--- src/rtl/sram_ctrl.sv ---
// sram_ctrl: host valid/ready front end driving the single-port SRAM macro with its two-edge access.
// Latency: read data / write-done pulse two cycles after accept; one access per three cycles back-to-back.
// Backpressure: req_ready only in IDLE/RECOVER; responses are unbuffered pulses. Macro SRAM_CTRL_STATS_EN adds read/write counters.
module sram_ctrl #(
    parameter int ADDR_WIDTH = 8,
    parameter int DATA_WIDTH = 8
) (
    input  logic                  clk,
    input  logic                  reset,
    input  logic                  req_valid,
    output logic                  req_ready,
    input  logic                  req_write,
    input  logic [ADDR_WIDTH-1:0] req_addr,
    input  logic [DATA_WIDTH-1:0] req_wdata,
    output logic                  rsp_valid,
    output logic [DATA_WIDTH-1:0] rsp_rdata,
    output logic                  wr_done,
    output logic                  sram_ce_n,
    output logic                  sram_we_n,
    output logic                  sram_re_n,
    output logic [ADDR_WIDTH-1:0] sram_addr,
    output logic [DATA_WIDTH-1:0] sram_wdata,
    input  logic [DATA_WIDTH-1:0] sram_rdata,
    output logic [15:0]           rd_count,
    output logic [15:0]           wr_count
);

    typedef enum logic [1:0] {IDLE, SETUP, ACCESS, RECOVER} state_t;

    state_t                state_q, state_d;
    logic                  wr_q, wr_d;
    logic                  ce_n_q, ce_n_d;
    logic                  we_n_q, we_n_d;
    logic                  re_n_q, re_n_d;
    logic [ADDR_WIDTH-1:0] addr_q, addr_d;
    logic [DATA_WIDTH-1:0] wdata_q, wdata_d;
    logic [DATA_WIDTH-1:0] rdata_q, rdata_d;
    logic                  rsp_valid_q, rsp_valid_d;
    logic                  wr_done_q, wr_done_d;
    logic                  can_accept;

    // Ready is a pure decode of the registered state, forced low while reset is held.
    assign can_accept = (state_q == IDLE) || (state_q == RECOVER);
    assign req_ready  = can_accept && !reset;

    // Next-state and next-output decode; every macro-facing signal is computed here and then registered.
    always_comb begin
        state_d     = state_q;
        wr_d        = wr_q;
        ce_n_d      = 1'b1;
        we_n_d      = 1'b1;
        re_n_d      = 1'b1;
        addr_d      = addr_q;
        wdata_d     = wdata_q;
        rdata_d     = rdata_q;
        rsp_valid_d = 1'b0;
        wr_done_d   = 1'b0;
        case (state_q)
            IDLE, RECOVER: begin
                if (req_valid) begin
                    // Strobes go low at the accept edge so SETUP already presents them to the macro.
                    state_d = SETUP;
                    wr_d    = req_write;
                    addr_d  = req_addr;
                    wdata_d = req_wdata;
                    ce_n_d  = 1'b0;
                    we_n_d  = !req_write;
                    re_n_d  = req_write;
                end else begin
                    state_d = IDLE;
                end
            end
            SETUP: begin
                // Hold strobes for the second edge the macro needs.
                state_d = ACCESS;
                ce_n_d  = 1'b0;
                we_n_d  = !wr_q;
                re_n_d  = wr_q;
            end
            ACCESS: begin
                // Closing edge: read data is captured, the macro commits a write; strobes release.
                state_d = RECOVER;
                if (wr_q) begin
                    wr_done_d = 1'b1;
                end else begin
                    rdata_d     = sram_rdata;
                    rsp_valid_d = 1'b1;
                end
            end
            default: state_d = IDLE;
        endcase
    end

    // State and registered outputs; reset releases the strobes immediately, abandoning any access.
    always_ff @(posedge clk or posedge reset) begin
        if (reset) begin
            state_q     <= IDLE;
            wr_q        <= 1'b0;
            ce_n_q      <= 1'b1;
            we_n_q      <= 1'b1;
            re_n_q      <= 1'b1;
            addr_q      <= '0;
            wdata_q     <= '0;
            rdata_q     <= '0;
            rsp_valid_q <= 1'b0;
            wr_done_q   <= 1'b0;
        end else begin
            state_q     <= state_d;
            wr_q        <= wr_d;
            ce_n_q      <= ce_n_d;
            we_n_q      <= we_n_d;
            re_n_q      <= re_n_d;
            addr_q      <= addr_d;
            wdata_q     <= wdata_d;
            rdata_q     <= rdata_d;
            rsp_valid_q <= rsp_valid_d;
            wr_done_q   <= wr_done_d;
        end
    end

    assign sram_ce_n  = ce_n_q;
    assign sram_we_n  = we_n_q;
    assign sram_re_n  = re_n_q;
    assign sram_addr  = addr_q;
    assign sram_wdata = wdata_q;
    assign rsp_rdata  = rdata_q;
    assign rsp_valid  = rsp_valid_q;
    assign wr_done    = wr_done_q;

`ifdef SRAM_CTRL_STATS_EN
    logic [15:0] rd_count_q, rd_count_d;
    logic [15:0] wr_count_q, wr_count_d;

    // Saturating completion counters, bumped on the response pulses.
    always_comb begin
        rd_count_d = rd_count_q;
        wr_count_d = wr_count_q;
        if (rsp_valid_q && (rd_count_q != 16'hFFFF)) rd_count_d = rd_count_q + 16'd1;
        if (wr_done_q && (wr_count_q != 16'hFFFF)) wr_count_d = wr_count_q + 16'd1;
    end

    // Counter registers, cleared by reset.
    always_ff @(posedge clk or posedge reset) begin
        if (reset) begin
            rd_count_q <= '0;
            wr_count_q <= '0;
        end else begin
            rd_count_q <= rd_count_d;
            wr_count_q <= wr_count_d;
        end
    end

    assign rd_count = rd_count_q;
    assign wr_count = wr_count_q;
`else
    assign rd_count = '0;
    assign wr_count = '0;
`endif

endmodule
--- config.mk ---
export PLATFORM = sky130hd
export DESIGN_NAME = sram_ctrl
export DESIGN_NICKNAME = d
export VERILOG_FILES = /design/src/rtl/sram_ctrl.sv
export SDC_FILE = /design/constraint.sdc
export NUM_CORES = 1
export LEC_CHECK = 0
export ABC_CLOCK_PERIOD_IN_PS = 1600
export BUFFER_PORTS_ARGS = -buffer_cell sky130_fd_sc_hd__buf_2
export CORE_MARGIN = 2
export CORE_UTILIZATION = 43
export DETAILED_ROUTE_END_ITERATION = 6
export PLACE_DENSITY = 0.76
export SYNTH_ARGS = -nofsm -noshare
export SYNTH_HDL_FRONTEND = slang
export SYNTH_SLANG_ARGS = --single-unit
--- constraint.sdc ---
create_clock -name clk -period 1.6 [get_ports clk]
set_input_delay 0 -clock clk [delete_from_list [all_inputs] [get_ports clk]]
set_output_delay 0 -clock clk [all_outputs]
set_load 0.01 [all_outputs]
==> results of run 1 <==
-- area by class of cell --
cell class / instances / area, sq um / area share
sequential: 32 / 805 / 0.392
timing repair buffer: 86 / 571 / 0.278
multi-input combinational: 71 / 539 / 0.263
clock buffer: 8 / 58.8 / 0.0286
tap: 46 / 57.6 / 0.0280
inverter: 6 / 22.5 / 0.0110
-- how the worst max path moves through the flow --
stage,from,end,cells past startpoint
3_5_place_dp,state_q[0]$_DFF_PP0_,sram_wdata[4]$_DFFE_PP0P_,4
6_report,state_q[0]$_DFF_PP0_,sram_wdata[4]$_DFFE_PP0P_,4
3_3_place_gp,state_q[0]$_DFF_PP0_,sram_wdata[6]$_DFFE_PP0P_,4
5_1_grt,state_q[0]$_DFF_PP0_,sram_wdata[6]$_DFFE_PP0P_,4
2_1_floorplan,state_q[0]$_DFF_PP0_,sram_addr[1]$_DFFE_PP0P_,5
4_1_cts,state_q[0]$_DFF_PP0_,sram_wdata[4]$_DFFE_PP0P_,4
-- metal layers --
layer / GRT usage / vias to the layer above / part of all wire / wire, um
li1: - / 483 / - / -
met1: 0.159 / 466 / 0.40 / 1110
met2: 0.263 / 55 / 0.52 / 1440
met3: 0.0732 / 2 / 0.081 / 226
met4: 0.0417 / 0 / 0.0029 / 8
met5: 0 / - / 0 / 0
-- repair_timing --
item,4_1_cts,5_1_grt
endpoints found under the hold margin,55,0
resized for setup,0,1
endpoints found under the setup margin,0,10
hold buffers,27,0
-- placed cells by master (no fill, tap or decap), types with 3 or more instances in the layout --
cell type / synthesis / layout
inv_1: 6 / 6
buf_2: 1 / 57
conb_1: 1 / 32
dfrtp_1: 29 / 29
mux2_4: 8 / 8
dfstp_2: 3 / 3
clkbuf_4: 0 / 5
dlygate4sd3_1: 0 / 27
mux2_2: 17 / 17
-- flip-flops by register name, summed over array words and instances (netlist names) --
signal	count
sram_ce_n	1
sram_re_n	1
state_q	2
rsp_valid	1
wr_q	1
rsp_rdata	8
wr_done	1
sram_wdata	8
sram_addr	8
sram_we_n	1
-- power groups by stage --
stage               logic, mW  clock network (mW)  registers (mW)
floorplan               0.989                   0            1.64
global placement         1.62                   0            1.45
detailed placement       1.66                   0            1.46
CTS                      1.71               0.483            1.45
global route             1.85               0.523            1.50
finish                   1.70               0.454            1.45
-- kinds of logic after synthesis --
group           count (synthesis)  share of synthesized area
compound gates                  5                     0.0216
fa+ha+maj                       3                     0.0250
other cells                     1                    0.00249
simple gates                    6                     0.0233
flops                          32                      0.535
mux                            25                      0.207
buf+inv                        40                      0.186
-- worst max-delay path, stage by stage, from the launching register on --
cell,delay (ns)
dfrtp_1,0.39
inv_1,0.09
ha_2,0.31
nand2_4,0.25
mux2_2,0.37
==> metrics.yaml, run 1 <==
die_w_um: 63.1
syn_area_sq_um: 1500
dp_hpwl_um: 1820
status: "finished, final reports clean"
nNetsFinal: 233
p_clk_frac: 0.126
ios: 90
antenna_cells: 0
antenna_left: 0
ys.flop_type: "dfrtp_1"
final_util: 0.615
cts.path.max_buffers: 2
layout-drive-gt1-share: 0.468
routedWlPerCell_um: 11.2
drt-initial-drc-count: 30
dp.cells: 214
seqPwrFrac: 0.402
htree_levels: 2
start_util: 0.451
period_share: 0.948
worst-r2r-cell-count: 4
num_vias: 1006
route.detailed.drc: 0
ir_worst_vdd_mv: 0.730
place_ws_ns: 0.0732
finalSetupTns_ns: 0
synth_top_area_frac: 0.483
instances_no_fill: 249
post-route-min-period_ns: 1.52
grt_use_total: 0.150
coreArea_sq_um: 3340
synth_area_leaders: "dfrtp_1 48%, buf_4 16%, mux2_2 13%, mux2_4 8.0%, dfstp_2 5.2%"
rows: 21
setup_ws_ns: 0.0827
p_total_mw: 3.60
synthMostInstantiatedCell: "buf_4"
setup.worst_path.end_class: "flop"
startpoint_type: "flop"
cts_buffers: 5
place_area_sq_um: 1720
viasPerCell: 4.04
cts_tree: "built"
grt_start_max_net_pins: 33
ys_warn_count: 0
synth_top_area_cell: "dfrtp_1"
cap_viol_max_count: 0
area_delta_synth_final_pct: 36.5
cts_setup_buffers: 0
hold_path_class: "input port to asynchronous set/reset pin"
synth_cells: 112
nFillCells: 275
seq_area_frac_synth: 0.535
swShare: 0.338
finalHoldViolations: 0
rrSetupSlack_ns: 0.08
grt_pass1_vias: 962
crit_required_ns: 1.81
fin_hold_ws_ns: 0.311
wl_um: 2790
clkLatencyLatePin_ns: 0.31
first_pass_iters: 2
async_reset_ff_frac: 1.00
rsz0062_at_grt: "no"
yosys.cell_types.count: 18
gr-total-overflow: 0
p_leak_nw: 1.08
routabilityCongestion: 0.702
max_freq_ghz: 0.659
timing.rr.end: "sram_wdata[4]$_DFFE_PP0P_"
ys_ff_latch: 32
slew_viol_final: 0
die_h_um: 63.1
cts-root-buf: "clkbuf_4"
yosys-top-cells-count: "32 x buf_4, 29 x dfrtp_1, 17 x mux2_2"
synth-edff-count: 0
clock_sinks: 32
timing.rr.start: "state_q[0]$_DFF_PP0_"
io_buffers: 57
internal_power_mw: 2.39
pwr-share-comb: 0.472
syn_area_per_cell_sq_um: 13.4
dieArea_sq_um: 3990
crit_path_max_fanout: 19
p_sw_mw: 1.22
grt_pass1_wl_um: 4430
setup_viol: 0
finalClockSkew_ns: 0.00409
grt_antenna_before_repair: 0
final_area_sq_um: 2050
worstSetupPathType: "flop to flop"
cp.arrival_ns: 1.73
power.density_nw_per_um2: 1760
clkSlewWorstSetupHoldPaths_ns: 0.09
(Power assumes the default switching activity.)
==> run 2, diff against run 1 <==
- CORE_MARGIN: 2 -> 5
- CTS_CLUSTER_DIAMETER: not set -> 30
==> metrics.yaml, run 2 (synthesis results as in run 1) <==
status: "finished, final reports clean"
cp.arrival_ns: 1.77
max_freq_ghz: 0.638
pwr-share-comb: 0.468
antenna_cells: 0
grt_pass1_vias: 1162
mostFrequentLayoutCells: "57 x buf_2, 32 x conb_1, 29 x dfrtp_1, 26 x dlygate4sd3_1, 17 x mux2_2"
route.detailed.drc: 0
dieArea_sq_um: 4780
rows: 21
viasPerCell: 4.10
setup.worst_path.end_class: "flop"
timing.rr.start: "state_q[0]$_DFF_PP0_"
startpoint_type: "flop"
p_leak_nw: 1.09
cts-root-buf: "clkbuf_4"
grt_start_max_net_pins: 20
internal_power_mw: 2.42
antenna_left: 0
finalClockSkew_ns: 0.00855
htree_levels: 2
start_util: 0.447
coreArea_sq_um: 3360
cts.path.max_buffers: 2
drt-initial-drc-count: 28
cts_buffers: 5
dp.cells: 215
worstMarginPinSlew_ns: 0.576
startpoint: "state_q[0]$_DFF_PP0_"
hold_path_class: "input port to flop"
die_w_um: 69.1
power.density_nw_per_um2: 1790
ios: 90
period_share: 0.979
grt_antenna_before_repair: 0
post-route-min-period_ns: 1.57
layout-drive-gt1-share: 0.473
routabilityCongestion: 0.705
num_vias: 1022
finalHoldViolations: 0
dp_hpwl_um: 2140
p_clk_frac: 0.138
p_sw_mw: 1.26
crit_path_max_fanout: 19
area_delta_synth_final_pct: 36.9
grt_use_total: 0.142
cts_resized: 0
nNetsFinal: 233
relSlewSlack: 0.616
rsz0062_at_grt: "yes"
p_total_mw: 3.68
crit_chain: "inv_1 > ha_1 > nand2_4 > mux2_2"
critPathSlowestCell: "mux2_2"
wl_um: 3220
gr-total-overflow: 0
clock_sinks: 32
cpPeakStageDelay_ns: 0.38
die_h_um: 69.1
clkLatencyLatePin_ns: 0.32
io_buffers: 57
swShare: 0.342
setup_viol: 0
cap_viol_max_count: 0
seqPwrFrac: 0.394
layout_commonest_cell: "buf_2"
hold_path_startpoint: "req_valid"
ir_worst_vdd_mv: 0.924
routedWlPerCell_um: 12.9
first_pass_iters: 2
cts_tree: "built"
instances_no_fill: 249
worstSetupPathType: "flop to flop"
slew_viol_final: 0
fin_hold_ws_ns: 0.0131
clkSlewWorstSetupHoldPaths_ns: 0.09
grt_pass1_wl_um: 5430
crit_required_ns: 1.81
[run 2: cell count changes in the layout (fill, tap and decap cells not counted)]
cell	delta
dlygate4sd3_1	-1
clkbuf_8	+1
clkbuf_1	-1
buf_4	+1
ha_1	+1
ha_2	-1
[run 2: final cells by class]
cell class,count,area (sq um)
clock buffers,8,68.8
inverters,6,22.5
flip-flops and latches,32,805
repair buffers,86,568
multi-input cells,71,537
well taps,46,57.6
fillers,271,1310
[run 2: path summary, 6_finish.rpt]
check	endpoint	slack (ns)	depth (start not counted)
max	sram_wdata[4]$_DFFE_PP0P_	0.03	4
min	sram_re_n$_DFF_PP1_	0.01	3
max reg2reg	sram_wdata[4]$_DFFE_PP0P_	0.03	4
min reg2reg	sram_wdata[6]$_DFFE_PP0P_	0.51	1
max in group asynchronous	sram_addr[2]$_DFFE_PP0P_	0.75	4
min in group asynchronous	sram_wdata[6]$_DFFE_PP0P_	0.31	3
[run 2: stage by stage]
step | util | setup TNS (ns) | area, sq um | worst slack (ns)
floorplan | - | 0 | 1620 | 0.148
global placement | 0.514 | 0 | 1730 | 0.107
detailed placement | 0.514 | 0 | 1730 | 0.0471
CTS | 0.612 | 0 | 2060 | 0.0277
global route | 0.612 | -0.172 | 2060 | -0.0298
finish | 0.612 | 0 | 2060 | 0.0334
[run 2: what timing repair did]
| item | CTS | global route |
|---|---|---|
| setup endpoints to repair | 0 | 9 |
| buffers inserted | 0 | 0 |
| hold buffers | 26 | 0 |
| endpoints found under the hold margin | 38 | 0 |
[run 2: worst max-delay path, delay by kind of cell, from the launching register on]
kind,cells,cell delay [ns]
adder cells (fa/ha/maj),1,0.37
buffers and inverters,1,0.07
flip-flops,1,0.37
multiplexers,1,0.38
AND/OR/NAND/NOR,1,0.27
[run 2: power groups by stage]
stage / Sequential (mW) / Combinational, mW / Clock, mW
6_report: 1.45 / 1.72 / 0.507
5_1_grt: 1.50 / 1.88 / 0.566
4_1_cts: 1.45 / 1.73 / 0.527
3_5_place_dp: 1.46 / 1.67 / 0
3_3_place_gp: 1.46 / 1.63 / 0
2_1_floorplan: 1.64 / 0.989 / 0
[run 2: per-layer routing]
metal / global-route usage / share of wire
met1: 0.139 / 0.36
met2: 0.250 / 0.52
met3: 0.0610 / 0.093
met4: 0.0738 / 0.018
met5: 0 / 0
